===== src/rtl/pipeline_hazard_ctrl.sv =====
// Hazard controller for the 4-stage core (IF, ID, EX, MEM/WB).
// Produces stall, bubble and flush controls for load-use hazards, taken
// branches resolved in EX, and the multi-cycle multiplier holding EX.
// Also keeps saturating stall and flush event counters for debug.
//
// state    | meaning
// ---------+---------------------------------------------------------
// RUN      | normal operation; branch flush / load-use bubble / issue
// MUL_WAIT | multiply holds EX; front end and EX operands are frozen
module pipeline_hazard_ctrl #(
  parameter int REG_AW  = 4,
  parameter int MUL_LAT = 3,
  parameter int CNT_W   = 16
) (
  input  logic              i_clk,
  input  logic              i_rst_n,
  input  logic              i_id_valid,
  input  logic [3:0]        i_id_opcode,
  input  logic [REG_AW-1:0] i_id_rs1,
  input  logic [REG_AW-1:0] i_id_rs2,
  input  logic              i_id_immediate,
  input  logic              i_ex_regwrite,
  input  logic              i_ex_memtoreg,
  input  logic [REG_AW-1:0] i_ex_rd,
  input  logic              i_ex_branch_taken,
  input  logic              i_cnt_clr,
  output logic              o_pc_stall,
  output logic              o_ifid_stall,
  output logic              o_ifid_flush,
  output logic              o_idex_flush,
  output logic              o_ex_stall,
  output logic              o_mul_busy,
  output logic [CNT_W-1:0]  o_stall_cnt,
  output logic [CNT_W-1:0]  o_flush_cnt
);

  typedef enum logic [1:0] {
    RUN      = 2'd0,
    MUL_WAIT = 2'd1
  } state_t;

  // The first multiply cycle is the issue cycle in RUN, so the wait
  // counter covers the remaining MUL_LAT-1 cycles and exits at zero.
  localparam logic [3:0] MUL_LOAD = 4'((MUL_LAT > 1) ? (MUL_LAT - 2) : 0);

  state_t     state_q, state_d;
  logic [3:0] mul_cnt_q, mul_cnt_d;
  logic [CNT_W-1:0] stall_cnt_q, stall_cnt_d;
  logic [CNT_W-1:0] flush_cnt_q, flush_cnt_d;

  logic lu_hit;
  logic is_mul;
  logic mul_issue;

  // Hazard detection terms from the current ID and EX contents
  always_comb begin
    lu_hit    = i_id_valid & i_ex_memtoreg & i_ex_regwrite &
                ((i_ex_rd == i_id_rs1) |
                 ((i_ex_rd == i_id_rs2) & ~i_id_immediate));
    is_mul    = (i_id_opcode == 4'b0100) | (i_id_opcode == 4'b1000);
    mul_issue = (state_q == RUN) & i_id_valid & is_mul &
                ~i_ex_branch_taken & ~lu_hit;
  end

  // Next-state and control outputs; everything is held low during reset
  always_comb begin
    state_d      = state_q;
    mul_cnt_d    = mul_cnt_q;
    o_pc_stall   = 1'b0;
    o_ifid_stall = 1'b0;
    o_ifid_flush = 1'b0;
    o_idex_flush = 1'b0;
    o_ex_stall   = 1'b0;
    o_mul_busy   = 1'b0;
    if (i_rst_n) begin
      case (state_q)
        RUN: begin
          if (i_ex_branch_taken) begin
            o_ifid_flush = 1'b1;
            o_idex_flush = 1'b1;
          end else if (lu_hit) begin
            o_pc_stall   = 1'b1;
            o_ifid_stall = 1'b1;
            o_idex_flush = 1'b1;
          end else if (mul_issue && (MUL_LAT > 1)) begin
            state_d   = MUL_WAIT;
            mul_cnt_d = MUL_LOAD;
          end
        end
        MUL_WAIT: begin
          o_pc_stall   = 1'b1;
          o_ifid_stall = 1'b1;
          o_ex_stall   = 1'b1;
          o_mul_busy   = 1'b1;
          if (mul_cnt_q == 4'd0) begin
            state_d = RUN;
          end else begin
            mul_cnt_d = mul_cnt_q - 4'd1;
          end
        end
        default: begin
          state_d   = RUN;
          mul_cnt_d = 4'd0;
        end
      endcase
    end
  end

  // Saturating event counters; clear takes precedence over counting
  always_comb begin
    stall_cnt_d = stall_cnt_q;
    flush_cnt_d = flush_cnt_q;
    if (i_cnt_clr) begin
      stall_cnt_d = '0;
      flush_cnt_d = '0;
    end else begin
      if (o_pc_stall && (stall_cnt_q != {CNT_W{1'b1}})) begin
        stall_cnt_d = stall_cnt_q + 1'b1;
      end
      if (o_ifid_flush && (flush_cnt_q != {CNT_W{1'b1}})) begin
        flush_cnt_d = flush_cnt_q + 1'b1;
      end
    end
  end

  // State, multiply timer and counters registers
  always_ff @(posedge i_clk or negedge i_rst_n) begin
    if (!i_rst_n) begin
      state_q     <= RUN;
      mul_cnt_q   <= 4'd0;
      stall_cnt_q <= '0;
      flush_cnt_q <= '0;
    end else begin
      state_q     <= state_d;
      mul_cnt_q   <= mul_cnt_d;
      stall_cnt_q <= stall_cnt_d;
      flush_cnt_q <= flush_cnt_d;
    end
  end

  assign o_stall_cnt = stall_cnt_q;
  assign o_flush_cnt = flush_cnt_q;

endmodule


===== config.mk =====
export PLATFORM = sky130hd
export DESIGN_NAME = pipeline_hazard_ctrl
export DESIGN_NICKNAME = d
export VERILOG_FILES = /design/src/rtl/pipeline_hazard_ctrl.sv
export SDC_FILE = /design/constraint.sdc
export NUM_CORES = 1
export LEC_CHECK = 0
export CAP_MARGIN = 5
export CELL_PAD_IN_SITES_DETAIL_PLACEMENT = 0
export CELL_PAD_IN_SITES_GLOBAL_PLACEMENT = 1
export CORE_UTILIZATION = 35
export CTS_CLUSTER_SIZE = 24
export DETAILED_ROUTE_END_ITERATION = 8
export GPL_TIMING_DRIVEN = 0
export PLACE_DENSITY_LB_ADDON = 0.1
export SYNTH_ARGS = -nofsm -noshare
export SYNTH_HDL_FRONTEND = slang
export SYNTH_SLANG_ARGS = --single-unit
export TNS_END_PERCENT = 5

===== constraint.sdc =====
create_clock -name i_clk -period 2.2 [get_ports i_clk]
set_input_delay 0.33 -clock i_clk [delete_from_list [all_inputs] [get_ports i_clk]]
set_output_delay 0.33 -clock i_clk [all_outputs]
set_load 0.02 [all_outputs]

==> out/qor.yml, run 1 <==
synth.area.top_cells: "dfrtp_1 42%, xor2_1 5.6%, nor2_1 4.6%"
via_per_inst: 5.11
critPathArrivalTime_ps: 1870
num_vias: 2004
p_per_area_mw_per_mm2: 615
cts-root-buf: "clkbuf_8"
cp_cell_sequence: "clkdlybuf4s50_1, xor2_1, nor3_2, a31oi_2, and2_4, buf_6, inv_1, buf_4, buf_4"
setup_tns_ps: -1.81
area_delta_synth_final_pct: 42.9
ys_seq_area_frac: 0.421
synthMuxAreaShare: 0.0301
cp_slowest_cell: "clkdlybuf4s50_1"
synth_edf_count: 0
cts_made_buffers: 5
syn_area_sq_mm: 0.00220
cts_tree: "yes"
io-pin-count: 62
startpoint_type: "input port"
synth_top_family_by_area: "simple AND/OR/NAND/NOR gates"
die_w_um: 81.3
htreeDepth: 2
cp-end-kind: "output port"
drt_pass1_iterations: 4
synth_ff_type: "dfrtp_1"
synthXorXnorAreaFrac: 0.0875
crit_required_ps: 1870
rsz0062_at_grt: "true"
synth-seq-cells: 37
ant_nets: 0
relSlewSlack: 0.507
avgRoutedWirePerCell_um: 13.9
crit_path_frequent_cell: "buf_4"
max_freq_ghz: 0.454
synth-simple-area-share: 0.272
p_leak_nw: 1.25
synth_top_area_share: 0.421
dpl.hpwl_mm: 3.94
yosysWarnings: 0
insertion_delay_ps: 290
antenna_found_initial: 0
worstSetupPathType: "input port to output port"
finalNetCount: 344
grt_max_degree: 30
synth_top_area_cell: "dfrtp_1"
track_usage: 0.182
drt_iter0_markers: 66
rrSetupSlack_ps: 110
skew_ps: 4.72
period_share: 1.00
hold_viol: 0
grt_overflow_total: 0
max_stage_delay_ps: 470
cts.sinks: 37
cp_max_fo: 10
synth_compound_area_frac: 0.135
syn_nets: 271
num_rows: 28
tightest_slew_ps: 738
critPathTopFamily: "buffers and inverters"
cts.clk_slew.worst_paths_ps: 80
timing.final.crit_period_ps: 2200
routed_wl_mm: 5.46
setup_ws_ps: -1.81
final_layout_size_suffix_gt1_frac: 0.136
finalSetupViolations: 1
synth_cell_types: 47
async_reset_ff_frac: 1.00
grt_pass1_vias: 1965
globalplace.congestion: 0.790
post-route-drc-count: 0
fin_worst_hold_slack_ps: 92.4
hp-class: "input port to asynchronous set/reset pin"
dieArea_sq_mm: 0.00661
final_cell_mix: "51 x clkdlybuf4s50_1, 36 x dfrtp_1, 26 x nor2_1"
core_area_sq_mm: 0.00599
cts_buffer_depth: 2
fill_cells: 573
layout_commonest_cell: "clkdlybuf4s50_1"
start_util: 0.367
synth_adder_area_share: 0.0227
drv_cap: 0
fp.dieH_um: 81.3
port_buffers: 60
path_buf_inv: 5
synthCells: 243
status: "complete, but fails checks"
antenna_cells: 0
violations: "negative setup slack"
syn_avg_cell_area_sq_um: 9.06
vdd_drop_max_uv: 436
maxSlewViolCount: 0
grt_pass1_wl_mm: 9.17
-- through the flow --
| stage | setup slack (ps) | total power, mW | std cells | utilization | instance area (sq um) |
|---|---|---|---|---|---|
| after floorplan | 109 | 1.09 | 243 | - | 2200 |
| after global routing | -116 | 2.05 | 392 | 0.525 | 3140 |
| after detailed placement | -984 | 1.29 | 379 | 0.486 | 2910 |
| final | -1.81 | 1.93 | 392 | 0.525 | 3140 |
| after global placement | -2470 | 1.28 | 378 | 0.483 | 2900 |
| after CTS | -34.4 | 1.95 | 391 | 0.519 | 3110 |
-- synthesized netlist by cell type, drive strengths merged, types with 2 or more instances --
cell / count
nor4b: 3
nor3: 8
a21oi: 16
or4: 5
xnor2: 8
nor2: 27
buf: 3
clkbuf: 5
nand4: 4
o31ai: 7
o31a: 2
dfrtp: 37
inv: 8
o21ai: 9
mux2: 5
a22o: 2
nor4: 3
ha: 4
xor2: 14
nand2: 24
or3: 9
nand3: 12
nor2b: 8
-- sequential cells by signal, summed over array words and instances (netlist names) --
signal and flops:
o_stall_cnt 16, o_flush_cnt 16, state_q 1, mul_cnt_q 4
-- path summary, 6_finish.rpt --
check	startpoint	end	depth (start not counted)
worst min-delay path	i_rst_n	o_stall_cnt[4]	3
worst min register to register	mul_cnt_q[3]	mul_cnt_q[3]	1
max in group asynchronous	i_rst_n	o_stall_cnt[10]	2
worst max-delay path	i_id_rs1[3]	o_pc_stall	9
min in group i_clk	i_rst_n	mul_cnt_q[1]	4
worst max register to register	o_stall_cnt[3]	o_stall_cnt[14]	5
-- layout make-up --
type | instances | area [sq um] | share of cell area
Buffer | 7 | 41.3 | 0.0131
Clock inverter | 2 | 37.5 | 0.0119
Multi-Input combinational cell | 190 | 1260 | 0.402
Timing Repair Buffer | 67 | 669 | 0.213
Sequential cell | 37 | 927 | 0.295
Inverter | 8 | 30.0 | 0.00955
Tap cell | 75 | 93.8 | 0.0298
Clock buffer | 6 | 82.6 | 0.0263
-- per-layer routing --
layer / vias to the layer above / track usage / share of wire
met2: 32 / 0.299 / 0.49
met1: 951 / 0.243 / 0.48
met4: 0 / 0.0536 / 0.010
met5: - / 0 / 0
met3: 7 / 0.0303 / 0.025
li1: 1014 / - / -
-- cell families after synthesis --
kind of cell,Yosys count
compound gates,46
xor+xnor,22
fa+ha+maj,4
buf+inv,16
flops,37
mux,6
simple gates,112
-- where the power goes --
group          switching (mW)  total [mW]  internal (mW)
Clock                   0.254       0.623          0.369
Combinational           0.268       0.515          0.247
Sequential             0.0639       0.796          0.732
Total                   0.586        1.93           1.35
-- timing repair --
| action | 4_1_cts | 5_1_grt |
|---|---|---|
| setup endpoints to repair | 12 | 14 |
| gates resized for setup | 27 | 6 |
| setup buffers | 3 | 1 |
| pin swaps | 6 | 2 |
| gates cloned | 0 | 0 |
| hold endpoints to repair | 8 | 0 |
| hold buffers | 2 | 0 |
-- worst reg2reg max path, stage by stage (launching register included) --
cell and delay [ps]:
dfrtp_1 460, and4_4 300, nand2b_4 90, or3_1 440, nor4b_1 340, mux2_1 350
No activity file was read; power rests on OpenSTA's default activity.
==> run 2, diff against run 1 <==
--- a/config.mk
+++ b/config.mk
@@ -12,6 +12,8 @@
 export CTS_CLUSTER_SIZE = 24
 export DETAILED_ROUTE_END_ITERATION = 8
 export GPL_TIMING_DRIVEN = 0
+export HOLD_SLACK_MARGIN = 0.03
+export MAX_ROUTING_LAYER = met4
 export PLACE_DENSITY_LB_ADDON = 0.1
 export SYNTH_ARGS = -nofsm -noshare
 export SYNTH_HDL_FRONTEND = slang
==> constraint.sdc (replaced) <==
create_clock -name i_clk -period 2.2 [get_ports i_clk]
set_input_delay 0.44 -clock i_clk [delete_from_list [all_inputs] [get_ports i_clk]]
set_output_delay 0.44 -clock i_clk [all_outputs]
set_load 0.02 [all_outputs]
==> run 2 against run 1 <==
The flow now finishes without violations. Sequential share of layout area is 1.1 points lower. Design area is 3.9% higher. Worst hold slack better by 7.9 ps. Critical path type unchanged.
==> out/qor.yml, run 2 (same netlist as run 1, synthesis figures left out) <==
antenna_cells: 0
crit_required_ps: 1760
ff2ff_path_depth: 5
tightest_slew_ps: 743
skew_ps: 4.52
fp.dieH_um: 81.3
drt_pass1_iterations: 4
final_layout_size_suffix_gt1_frac: 0.182
die_w_um: 81.3
track_usage: 0.191
ant_nets: 0
num_vias: 2033
drt_iter0_markers: 92
avgRoutedWirePerCell_um: 14.2
start_util: 0.367
num_rows: 28
core_area_sq_mm: 0.00599
hold_viol: 0
cts.sinks: 37
cp-end-kind: "output port"
period_share: 0.988
cts.clk_slew.worst_paths_ps: 80
cts_tree: "yes"
grt_overflow_total: 0
crit_path_frequent_cell: "buf_6"
critPathArrivalTime_ps: 1730
finalSetupViolations: 0
post-route-drc-count: 0
cts_buffer_depth: 2
htreeDepth: 2
p_per_area_mw_per_mm2: 602
antenna_found_initial: 0
startpoint_type: "input port"
max_stage_delay_ps: 250
fill_cells: 543
cp_cell_sequence: "dlygate4sd2_1, xor2_1, nor3_2, nand3_2, and2_4, buf_6, inv_1, buf_4, buf_6"
status: "complete, no violations"
cp_slowest_cell: "nor3_2"
finalNetCount: 351
cts_made_buffers: 5
relSlewSlack: 0.503
io-pin-count: 62
grt_max_degree: 18
dpl.hpwl_mm: 3.94
worstSetupPathType: "input port to output port"
layout_commonest_cell: "clkdlybuf4s50_1"
hp-class: "input port to asynchronous set/reset pin"
rrSetupSlack_ps: 110
dieArea_sq_mm: 0.00661
p_total_mw: 1.97
timing.final.crit_period_ps: 2170
reg2reg_to: "o_stall_cnt[14]"
vdd_drop_max_uv: 435
reg2reg_from: "o_stall_cnt[3]"
final_cell_mix: "38 x clkdlybuf4s50_1, 36 x dfrtp_1, 25 x nor2_1"
globalplace.congestion: 0.801
setup_tns_ps: 0
grt_pass1_wl_mm: 9.32
max_freq_ghz: 0.460
cp_max_fo: 2
insertion_delay_ps: 290
port_buffers: 60
grt_pass1_vias: 2000
rsz0062_at_grt: "true"
area_delta_synth_final_pct: 48.4
p_leak_nw: 1.37
routed_wl_mm: 5.66
maxSlewViolCount: 0
drv_cap: 0
via_per_inst: 5.10
cts-root-buf: "clkbuf_8"
[run 2: cell count changes in the layout (fill, tap and decap cells not counted), moves of 3 or more]
cell             delta
clkdlybuf4s50_1    -13
buf_4               +8
dlymetal6s2s_1      +6
dlygate4sd2_1       +3
xor2_1              -3
xor2_2              +3
[run 2: worst max-delay path, delay by kind of cell]
family	cells	cell delay, ps
xor+xnor	1	160
buf+inv	5	600
simple gates	3	520
[run 2: routing by layer]
layer  global-route usage  part of all wire  wire length (um)
met1                0.246              0.47              2680
met2                0.308              0.49              2790
met3               0.0303             0.030               172
met4               0.0536            0.0046                26
met5                    -                 0                 0
[run 2: worst max-delay path by stage]
stage,start,cells after the start,slack (ps),endpoint
6_report,i_id_rs2[1],9,30,o_pc_stall
5_1_grt,i_id_rs2[1],9,-50,o_pc_stall
4_1_cts,i_id_rs1[1],9,-130,o_pc_stall
3_5_place_dp,i_ex_rd[0],10,-1200,o_pc_stall
3_3_place_gp,i_rst_n,10,-2690,o_pc_stall
2_1_floorplan,i_id_rs1[0],8,20,o_pc_stall
[run 2: power by group]
| group | internal (mW) | switching (mW) | leakage, nW |
|---|---|---|---|
| Combinational | 0.266 | 0.284 | 0.805 |
| Clock | 0.369 | 0.253 | 0.0574 |
| Sequential | 0.732 | 0.0626 | 0.507 |
[run 2: what timing repair did]
action	4_1_cts	5_1_grt
pin swaps	9	14
hold buffers	1	0
resized for setup	37	26
endpoints found under the hold margin	8	0
gates cloned	1	0
endpoints found under the setup margin	19	21
buffers inserted	6	5
[run 2: cell type report]
class | count | area, sq um | area share
Clock buffer | 6 | 82.6 | 0.0253
Multi-Input combinational cell | 190 | 1320 | 0.403
Tap cell | 75 | 93.8 | 0.0287
Clock inverter | 2 | 37.5 | 0.0115
Buffer | 7 | 41.3 | 0.0126
Sequential cell | 37 | 927 | 0.284
Inverter | 8 | 30.0 | 0.00920
Timing Repair Buffer | 74 | 738 | 0.226
[run 2: through the flow]
step | utilization | setup slack, ps | hold slack, ps | std cells | area [sq um]
2_1_floorplan | - | 16.7 | 144 | 243 | 2200
3_3_place_gp | 0.483 | -2690 | 545 | 378 | 2900
3_5_place_dp | 0.486 | -1200 | 322 | 379 | 2910
4_1_cts | 0.523 | -127 | 101 | 394 | 3140
5_1_grt | 0.545 | -51.3 | 101 | 399 | 3270
6_report | 0.545 | 25.9 | 100 | 399 | 3270
==> run 3, diff against run 2 <==
--- a/config.mk
+++ b/config.mk
@@ -5,10 +5,11 @@
 export SDC_FILE = /design/constraint.sdc
 export NUM_CORES = 1
 export LEC_CHECK = 0
+export ABC_AREA = 1
 export CAP_MARGIN = 5
 export CELL_PAD_IN_SITES_DETAIL_PLACEMENT = 0
 export CELL_PAD_IN_SITES_GLOBAL_PLACEMENT = 1
-export CORE_UTILIZATION = 35
+export CORE_UTILIZATION = 37
 export CTS_CLUSTER_SIZE = 24
 export DETAILED_ROUTE_END_ITERATION = 8
 export GPL_TIMING_DRIVEN = 0
==> constraint.sdc (replaced) <==
create_clock -name i_clk -period 2.6 [get_ports i_clk]
set_input_delay 0.52 -clock i_clk [delete_from_list [all_inputs] [get_ports i_clk]]
set_output_delay 0.52 -clock i_clk [all_outputs]
set_load 0.02 [all_outputs]
==> run 3 against run 2 <==
Synthesized area grew 11%. Largest power group unchanged. Global-route usage grew 0.98 points. Count of clock-buffer cells in the layout increased by 1. Largest cell class unchanged.
==> out/qor.yml, run 3 <==
internal_power_mw: 1.00
avgRoutedWirePerCell_um: 12.9
synth_top_family_by_area: "simple AND/OR/NAND/NOR gates"
cp_cell_sequence: "clkdlybuf4s50_1, inv_1, nand2_1, o21ai_0, nor2_1, nand2_1, nand2_2, nand3b_1, nand2_4, buf_6, buf_4"
ys_seq_area_frac: 0.380
pre_cts_slack_ps: -805
synth-seq-cells: 37
p_clk_frac: 0.280
cp_slowest_cell: "clkdlybuf4s50_1"
finalSetupViolations: 0
ys_top_cells_by_count: "89 x nand2_1, 44 x inv_1, 41 x nand3_1"
syn_nets: 374
final-instance-count-excl-fill: 495
seqPwrFrac: 0.447
synth.area.top_cells: "dfrtp_1 38%, nand2_1 14%, nand3_1 8.4%"
num_rows: 29
period_share: 0.963
grt_pass1_wl_mm: 11.0
antenna_cells: 0
final_cell_mix: "87 x nand2_1, 53 x clkdlybuf4s50_1, 44 x inv_1"
startpoint_type: "input port"
placedCellCount: 485
cts-root-buf: "clkbuf_8"
synth_top_area_cell: "dfrtp_1"
synthMuxAreaShare: 0
yosysWarnings: 0
track_usage: 0.201
dpl.hpwl_mm: 4.69
p_leak_nw: 1.64
rsz0062_at_grt: "true"
yosysMostFrequentCell: "nand2_1"
drv_cap: 0
ant_nets: 0
routed_wl_mm: 6.40
dieArea_sq_mm: 0.00692
maxSlewViolCount: 0
area_delta_synth_final_pct: 34.9
switching_power_mw: 0.479
cts_tree: "yes"
die_w_um: 83.2
cp_max_fo: 15
synth_compound_area_frac: 0.0621
timing.final.crit_period_ps: 2510
reg2reg_to: "o_stall_cnt[12]"
vdd_drop_max_uv: 271
drt_pass1_iterations: 4
crit_required_ps: 2080
rrSetupSlack_ps: 610
swShare: 0.323
post-route-drc-count: 0
crit_end: "o_pc_stall"
syn_area_sq_mm: 0.00244
synthXorXnorAreaFrac: 0.0503
insertion_delay_ps: 290
tightest_slew_ps: 716
hp-class: "input port to asynchronous set/reset pin"
synth-simple-area-share: 0.395
grt_overflow_total: 0
status: "complete, no violations"
cp-startpoint: "i_ex_rd[3]"
ff2ff_path_depth: 9
setup_ws_ps: 94.9
syn_avg_cell_area_sq_um: 7.05
antenna_found_initial: 0
globalplace.congestion: 0.787
async_reset_ff_frac: 1.00
crit_path_frequent_cell: "nand2_1"
synth_top_area_share: 0.380
grt_max_degree: 35
via_per_inst: 5.01
io-pin-count: 62
cts_made_buffers: 5
critPathTopFamily: "buffers and inverters"
grt_pass1_vias: 2299
relSlewSlack: 0.519
port_buffers: 61
fp.dieH_um: 83.2
skew_ps: 9.84
fill_cells: 647
core_area_sq_mm: 0.00635
p_per_area_mw_per_mm2: 450
start_util: 0.384
p_total_mw: 1.48
cts.sinks: 37
synth_ff_type: "dfrtp_1"
max_stage_delay_ps: 490
worstSetupPathType: "input port to output port"
num_vias: 2480
synth_cell_types: 30
htreeDepth: 2
finalNetCount: 446
drt_iter0_markers: 110
synth_adder_area_share: 0.0205
final_layout_size_suffix_gt1_frac: 0.0718
synthCells: 346
layout_commonest_cell: "nand2_1"
hold_viol: 0
path_depth: 11
cts.clk_slew.worst_paths_ps: 80
setup_tns_ps: 0
power_frac_comb: 0.272
cts_buffer_depth: 2
critPathArrivalTime_ps: 1990
cp-end-kind: "output port"
reg2reg_from: "o_stall_cnt[0]"
synth_edf_count: 0
path_buf_inv: 4
final_util: 0.518
max_freq_ghz: 0.399
[run 3: cell count changes after synthesis, sizes merged, moves of 6 or more]
cell   change
nor2b      -8
nor2      +13
inv       +36
a21oi      -9
nand2     +67
nand4     +18
or3        -9
o31ai      -6
nand3     +30
[run 3: through the flow]
stage	hold WS (ps)	area [sq um]
2_1_floorplan	224	2440
4_1_cts	93.1	3260
3_5_place_dp	408	3160
3_3_place_gp	483	3150
6_report	76.5	3290
5_1_grt	76.8	3290
[run 3: cell families (layout without fill, tap and decap cells)]
| family | count (synthesis) | after routing |
|---|---|---|
| buffers and inverters | 54 | 126 |
| DFF | 37 | 37 |
| xor gates and xnor gates | 14 | 14 |
| adders and majority gates | 4 | 4 |
| AOI/OAI and AO/OA | 27 | 27 |
| and+or+nand+nor | 210 | 210 |
[run 3: worst reg2reg max path, cell delays in order, from the launching register on]
cell	delay, ps
dfrtp_1	420
ha_1	230
nand2_1	100
nor2_1	210
nand4_1	160
nor2_2	190
nand3b_4	170
buf_2	230
nand4_1	120
nand2_1	60
[run 3: how the worst min path moves through the flow]
stage / slack, ps / to / from
floorplan: 220 / mul_cnt_q[0] / i_rst_n
global placement: 480 / mul_cnt_q[0] / mul_cnt_q[0]
detailed placement: 410 / o_flush_cnt[5] / i_rst_n
CTS: 90 / o_flush_cnt[6] / i_rst_n
global route: 80 / o_flush_cnt[6] / i_rst_n
finish: 80 / o_flush_cnt[7] / i_rst_n
[run 3: timing repair]
item | CTS | global route
setup buffers | 0 | 4
setup endpoints to repair | 4 | 4
gates resized for setup | 12 | 11
hold buffers | 0 | 0
pin swaps | 0 | 2
endpoints found under the hold margin | 0 | 0
[run 3: per-layer routing]
metal	up-vias	wire, um	GRT usage
li1	1274	-	-
met2	57	2990	0.317
met4	0	29	0.0549
met5	-	0	-
met1	1147	3090	0.265
met3	2	289	0.0368
[run 3: layout make-up]
type                       count  area [sq um]  area share
buffer                         9          60.1      0.0183
clock buffer                   7          86.3      0.0262
inverter                      44           165      0.0502
multi-input combinational    255          1300       0.395
sequential                    37           926       0.281
tap                           77          96.3      0.0293
timing repair buffer          66           656       0.199
[run 3: power groups by stage]
stage / clock network [mW] / logic (mW) / registers (mW)
6_report: 0.415 / 0.404 / 0.663
5_1_grt: 0.449 / 0.465 / 0.670
4_1_cts: 0.429 / 0.402 / 0.663
3_5_place_dp: 0 / 0.395 / 0.673
3_3_place_gp: 0 / 0.388 / 0.672
2_1_floorplan: 0 / 0.240 / 0.669
